<file path="src/rtl/data_memory_be.sv">
// data_memory_be: single-port word memory with byte-lane writes and optional zero-fill after reset
// Ports:
//   clk, rst_n        clock, asynchronous active-low reset
//   req, we           access request and write select (1 = write, 0 = read)
//   be, addr, d_in    byte-lane enables, word address, write data
//   ready             high when requests are accepted (RUN state)
//   d_out, valid      registered read data and its one-cycle qualifier
//   err               one-cycle pulse for an accepted access with addr >= VOLUME
module data_memory_be #(
  parameter int WIDTH = 32,
  parameter int VOLUME = 64,
  parameter int CLEAR_ON_RESET = 1,
  localparam int ADDR_WIDTH = (VOLUME > 1) ? $clog2(VOLUME) : 1,
  localparam int LANES = WIDTH / 8
) (
  input  logic                  clk,
  input  logic                  rst_n,
  input  logic                  req,
  input  logic                  we,
  input  logic [LANES-1:0]      be,
  input  logic [ADDR_WIDTH-1:0] addr,
  input  logic [WIDTH-1:0]      d_in,
  output logic                  ready,
  output logic [WIDTH-1:0]      d_out,
  output logic                  valid,
  output logic                  err
);
  typedef enum logic {CLEAR, RUN} state_t;
  localparam logic [ADDR_WIDTH:0] VOL = VOLUME[ADDR_WIDTH:0];
  localparam logic [ADDR_WIDTH-1:0] LAST = ADDR_WIDTH'(VOLUME - 1);
  state_t state, state_nx;
  logic [ADDR_WIDTH-1:0] clr_cnt;
  logic [WIDTH-1:0] mem [VOLUME];
  logic acc, in_range, clr_we;
  assign in_range = {1'b0, addr} < VOL;
  assign acc = req & ready;
  // Reset always lands in CLEAR so ready is low under reset; without fill, CLEAR lasts one edge.
  always_ff @(posedge clk or negedge rst_n) begin
    if (!rst_n) state <= CLEAR;
    else state <= state_nx;
  end
  always_comb state_nx = (state == RUN || CLEAR_ON_RESET == 0 || clr_cnt == LAST) ? RUN : CLEAR;
  always_comb begin
    ready = state == RUN;
    clr_we = state == CLEAR && CLEAR_ON_RESET != 0;
  end
  always_ff @(posedge clk or negedge rst_n) begin
    if (!rst_n) clr_cnt <= '0;
    else if (clr_we) clr_cnt <= (clr_cnt == LAST) ? '0 : clr_cnt + 1'b1;
  end
  // Array has no reset; the fill is gated by rst_n so a held reset never touches contents.
  always_ff @(posedge clk) begin
    if (rst_n && clr_we) mem[clr_cnt] <= '0;
    else if (acc && we && in_range)
      for (int i = 0; i < LANES; i++)
        if (be[i]) mem[addr][8*i +: 8] <= d_in[8*i +: 8];
  end
  always_ff @(posedge clk or negedge rst_n) begin
    if (!rst_n) begin
      d_out <= '0;
      valid <= 1'b0;
      err <= 1'b0;
    end else begin
      valid <= acc & ~we;
      err <= acc & ~in_range;
      if (acc && !we) d_out <= in_range ? mem[addr] : '0;
    end
  end
endmodule

</file>
<file path="config.mk">
export PLATFORM = sky130hd
export DESIGN_NAME = data_memory_be
export DESIGN_NICKNAME = d
export VERILOG_FILES = /design/src/rtl/data_memory_be.sv
export SDC_FILE = /design/constraint.sdc
export NUM_CORES = 2
export LEC_CHECK = 0
export CAP_MARGIN = 30
export CORE_ASPECT_RATIO = 1.2
export CORE_MARGIN = 2
export CORE_UTILIZATION = 35
export CTS_BUF_LIST = sky130_fd_sc_hd__clkbuf_4 sky130_fd_sc_hd__clkbuf_8 sky130_fd_sc_hd__clkbuf_16
export DETAILED_ROUTE_END_ITERATION = 8
export PLACE_DENSITY = 0.6
export SETUP_SLACK_MARGIN = 0.15
export SYNTH_ARGS = -nofsm -noshare
export SYNTH_HDL_FRONTEND = slang
export SYNTH_SLANG_ARGS = --single-unit
</file>
<file path="constraint.sdc">
create_clock -name clk -period 3.2 [get_ports clk]
set_input_delay 0.64 -clock clk [delete_from_list [all_inputs] [get_ports clk]]
set_output_delay 0.64 -clock clk [all_outputs]
set_load 0.05 [all_outputs]
</file>
# Word level (Yosys, flattened, before mapping)
# Memories as Yosys holds them, arrays and structs flattened. A register that Yosys moved wholly into a read port is not among the register bits.
# Cells that the tools add are included.
dict set report totals {
  ff_bits 8
  ramBits 2048
  input_bits 46
  out_inout_bits 35
  elab_cells 40
  n_memories 1
}
dict set report op_classes {
  n_addsub 1
  eq_ne 1
  n_mux 23
  n_bitwise 4
  reduce_logical 7
}
# name words word_bits read_ports rd_clocked_by_memory_dff wr line
set memory_table {}
lappend memory_table {mem 64 32 1 1 1 33} ;# logic [WIDTH-1:0] mem [VOLUME];
# cell n
set ops {}
lappend ops {{$mux 32} 1}
lappend ops {{$reduce_or 32->1} 1}
lappend ops {{$mux 1} 19}
lappend ops {{$mux 6} 2}
lappend ops {{$add 6x1->6 const B} 1}
lappend ops {{$eq 6x6->1 const B} 1}
lappend ops {{$mux 4} 1}
lappend ops {{$logic_and 1x1->1} 3}
lappend ops {{$and 1x1->1} 2}
lappend ops {{$logic_not 1->1} 2}
lappend ops {{$not 1->1} 2}
lappend ops {{$logic_or 1x1->1} 1}

# Longest topological paths before layout
dict set report depth {
  word_depth 7
  depth_mapped 9
  mapped_depth_nobuf 6
}

# Least setup slack after synthesis
# Ideal clock, no wire load.
dict set report synth_timing {
  kind {reg2reg}
  from {register state (netlist: ready)}
  to {memory mem[0][10], data pin}
  setup_time_ns 0.367
  arrival_time_ns 2.599
  t_required_ns 2.833
  path_slack_ns 0.234
  stages_incl_launch_ff 8
  path_buffers 4
  synth_period_minus_slack_ns 2.966
  path_cell_list {dfrtp_1 > and3_1 > buf_6 > o41a_1 > buf_6 > buf_2 > clkbuf_1 > and2_1}
}
dict set report synth_via {
  elab_chain_cells 7
  elab_cells_between_ends 18
  classes_between {mux (13); bitwise (2); reduce/logical (3)}
}
# element line
set synth_rtl {}
lappend synth_rtl {{start, declared} 31} ;# state_t state, state_nx;
lappend synth_rtl {{start signal, assigned} 40} ;# else state <= state_nx;
lappend synth_rtl {{$and 1x1->1} 36} ;# assign acc = req & ready;
lappend synth_rtl {{$logic_and 1x1->1} 54} ;# else if (acc && we && in_range)
lappend synth_rtl {{$mux 1} 54}
lappend synth_rtl {{$mux 1} 53} ;# if (rst_n && clr_we) mem[clr_cnt] <= '0;
lappend synth_rtl {{$mux 1 (implied by the code)} 56} ;# if (be[i]) mem[addr][8*i +: 8] <= d_in[8*i +: 8];
lappend synth_rtl {{$reduce_or 32->1 (no source line) *} -}
lappend synth_rtl {{$mux 32 (no source line) *} -}
lappend synth_rtl {{end, declared} 33}
# Every way passes the cells marked *; elsewhere a longest branch is shown, timed or not.

# Worst setup path after layout
dict set report layout_timing {
  from {register state (netlist: ready)}
  to {memory mem[9][21], enable pin}
}
dict set report layout_via {
  elab_chain_cells 7
  elab_cells_between_ends 21
  classes_between {mux (16); bitwise (2); reduce/logical (3)}
}
# element line
set layout_rtl {}
lappend layout_rtl {{$and 1x1->1} 36}
lappend layout_rtl {{$logic_and 1x1->1} 54}
lappend layout_rtl {{$mux 1} 54}
lappend layout_rtl {{$mux 1} 53}
lappend layout_rtl {{$mux 1 (implied by the code)} 56}
lappend layout_rtl {{$reduce_or 32->1 (no source line)} -}
lappend layout_rtl {{$mux 6 (no source line) or $mux 4 (tied branches)} -}
# Several ways; a longest one is shown, not always the timed one.

==> summary.md <==
| Metric | Value |
|---|---|
| Status | `completed` |
| Pre-CTS WS | `-1110 ps` |
| Clk_skew | `53.4 ps` |
| Syn Std Cell Area | `81900 um2` |
| Core area | `233000 um2` |
| Via count | `42.9k` |
| Initial Util | `35.2%` |
| Post-route ant nets | `0` |
| #FFs+latches synth | `2088` |
| Hold Violations, Final | `0` |
| Max-cap viol count | `0` |
| Avg Synthesized Cell Area | `18.8 um2` |
| Initial DRC Count | `4036` |
| DP HPWL | `149 mm` |
| Worst vdd ir | `0.397 mV` |
| Fillers | `20.2k` |
| Kind of critical path | `flip-flop to flip-flop` |
| Worst r2r src | `ready$_DFF_PN0_` |
| Largest net degree at the start of global routing | `89` |
| Sink Count | `2088` |
| Clk_lat worst skew | `850 ps` |
| Number of enable flip-flop cells after synthesis | `2048` |
| Via-per-instance ratio | `5.30` |
| Cell area power density | `552 nW/um2` |
| Total Die Area | `238000 um2` |
| Worst r2r dst | `mem[9][21]$_DFFE_PP_` |
| Total wire length | `217 mm` |
| Mapped Cells | `4349` |
| Fin nets | `4948` |
| Worst-path clk slew | `70 ps` |
| Ports | `81` |
| Most common cell in the synthesized netlist | `edfxtp_1` |
| FP Rows | `194` |
| Ys async rst share | `1.92%` |
| Antenna violations before repair | `6` |
| Dpl cells | `7738` |
| Largest area contributor in the netlist | `edfxtp_1` |
| GRT overflow | `0` |
| Top FF cell, synth | `edfxtp_1` |
| Total CTS buffers | `195` |
| DRC | `0` |
| Die Wd | `446 um` |
| Port Buf Inserts | `79` |
| RSZ-0062 raised after global routing | `false` |
| Crit end category | `flip-flop` |
| Clock Path Buffers | `4` |
| Minimum hold slack | `89.0 ps` |
| GPL Wtd Cong | `0.877` |
| Core Util, Final | `42.2%` |
| Top cell type's share of synthesized area | `75.1%` |
| Global Route Usage Sum | `18.0%` |
| Worst Slack Setup Final | `156 ps` |
| Commonest cells in the netlist | `edfxtp_1, mux2i_1, mux4_2, nor2_1, a22oi_1` |
| Syn Nets | `4396` |
| Required time of the critical path | `3710 ps` |
| Path type of the worst min-delay path | `input port to asynchronous set/reset pin` |
| Sequential share of the synthesized area | `76.3%` |
| Share of layout cells above drive strength 1 | `25.1%` |
| First-pass GRT wire length | `311 mm` |
| Cts hold-fix bufs | `0` |
| R2r setup slk | `160 ps` |
| CP Max Fanout | `15` |
| # setup viols final | `0` |
| Fin. max-slew vios | `0` |
| Critical path launch point type | `flip-flop` |
| Fin crit period | `3040 ps` |
| LEAKAGE | `29.2 nW` |
| Post-DR wirelength/cell | `26.8 um` |
| Setup TNS | `0 ps` |
| Post-Layout Cell Count | `8099` |
| CTS tree | `built` |
| Least-Margin Pin Slew | `781 ps` |
| CTS Root Cell | `clkbuf_16` |
| H-Tree Depth | `4` |
| Count of different cell masters after synthesis | `48` |
| Die Y | `534 um` |
| Slew margin rel. | `47.7%` |
| Drt pass-1 iters | `6` |
| Ranking of synthesized cells by area | `edfxtp_1, mux2i_1, mux4_2, a22oi_1, dfrtp_1` |
| Synth warnings | `0` |
| Area grow syn2layout | `19.9%` |
| R2R depth | `9` |
| Vias in the first global route | `43.8k` |
| CP arrival | `3550 ps` |
| Fmax | `329 MHz` |
| Final worst path period share | `95.1%` |
==> stage by stage <==
stage               total power [mW]  instance area, um2
global route                    55.6               98200
finish                          54.2               98200
floorplan                       31.1               81900
CTS                             54.5               98100
global placement                31.8               91500
detailed placement              31.8               91600
==> worst max path at each step <==
| stage | from | endpoint | slack [ps] |
|---|---|---|---|
| final | ready$_DFF_PN0_ | mem[9][21]$_DFFE_PP_ | 160 |
| after global routing | ready$_DFF_PN0_ | mem[44][26]$_DFFE_PP_ | 150 |
| after CTS | ready$_DFF_PN0_ | mem[35][25]$_DFFE_PP_ | 130 |
| after detailed placement | req | mem[29][28]$_DFFE_PP_ | -1110 |
| after global placement | req | mem[27][21]$_DFFE_PP_ | -1090 |
| after floorplan | ready$_DFF_PN0_ | mem[0][10]$_DFFE_PP_ | 230 |
==> critical path: stages, from the launching register on <==
cell	delay, ps
dfrtp_2	430
and3_4	330
buf_12	160
o41a_4	260
buf_12	200
mux2_4	470
or2_4	310
buf_4	180
nor2_1	130
buf_4	200
==> power by group <==
part | switching [mW] | total [mW] | internal, mW
clock network | 9.90 | 22.9 | 13.1
logic | 1.04 | 1.67 | 0.635
registers | 0 | 29.6 | 29.6
total | 10.9 | 54.2 | 43.2
==> metal layers <==
layer	routed length (um)	track usage, %
met3	10900	2.27
met4	9700	7.38
met2	111000	31.4
met1	85600	22.5
met5	14	0
==> kinds of logic after synthesis <==
group	Yosys count	synth area share, %
flops	2088	76.3
mux	879	14.2
simple gates	604	3.56
compound gates	467	4.12
buf+inv	307	1.76
xor+xnor	2	0.0214
fa+ha+maj	1	0.0153
other cells	1	0.00458
==> sequential cells by signal (all words and copies together), names as in the netlist <==
| register | count |
|---|---|
| valid | 1 |
| clr_cnt | 6 |
| ready | 1 |
| d_out | 32 |
| mem | 2048 |
==> cells in the final DEF, fill, tap and decap left out, types with 32 or more instances in the layout <==
cell type / synthesis / routed
a221oi_1: 32 / 32
a21oi_1: 36 / 32
nand4_1: 33 / 33
o21ai_0: 35 / 35
a22oi_1: 192 / 192
nand3_1: 100 / 100
and2_2: 0 / 33
clkbuf_16: 0 / 197
nor2_1: 195 / 158
buf_12: 0 / 159
nor2_2: 0 / 32
edfxtp_1: 2048 / 2048
nand2_1: 88 / 84
o22ai_1: 64 / 64
a22o_1: 32 / 32
o221ai_1: 32 / 32
clkinv_1: 1 / 42
mux4_2: 224 / 224
mux2i_1: 647 / 643
dfrtp_1: 40 / 39
nor3b_1: 36 / 36
o211ai_1: 32 / 32
clkdlybuf4s50_1: 0 / 72
clkbuf_4: 0 / 37
buf_4: 19 / 410
nor3_1: 77 / 50
==> cell type report <==
type / instances / area, um2 / area share [%]
Clock inverter: 118 / 1090 / 1.11
Tap cell: 3038 / 3800 / 3.87
Sequential cell: 2088 / 62500 / 63.7
Antenna cell: 4 / 10.0 / 0.0102
Timing Repair Buffer: 659 / 7100 / 7.23
Inverter: 3 / 11.3 / 0.0115
Clock buffer: 235 / 5220 / 5.32
Multi-Input combinational cell: 1954 / 18400 / 18.8
==> repair_timing <==
action	in CTS	in global routing
gates resized for setup	54	17
endpoints found under the setup margin	2026	120
pin swaps	1	0
buffers inserted	3	0
Note: power is estimated with default switching activity, not from simulation.
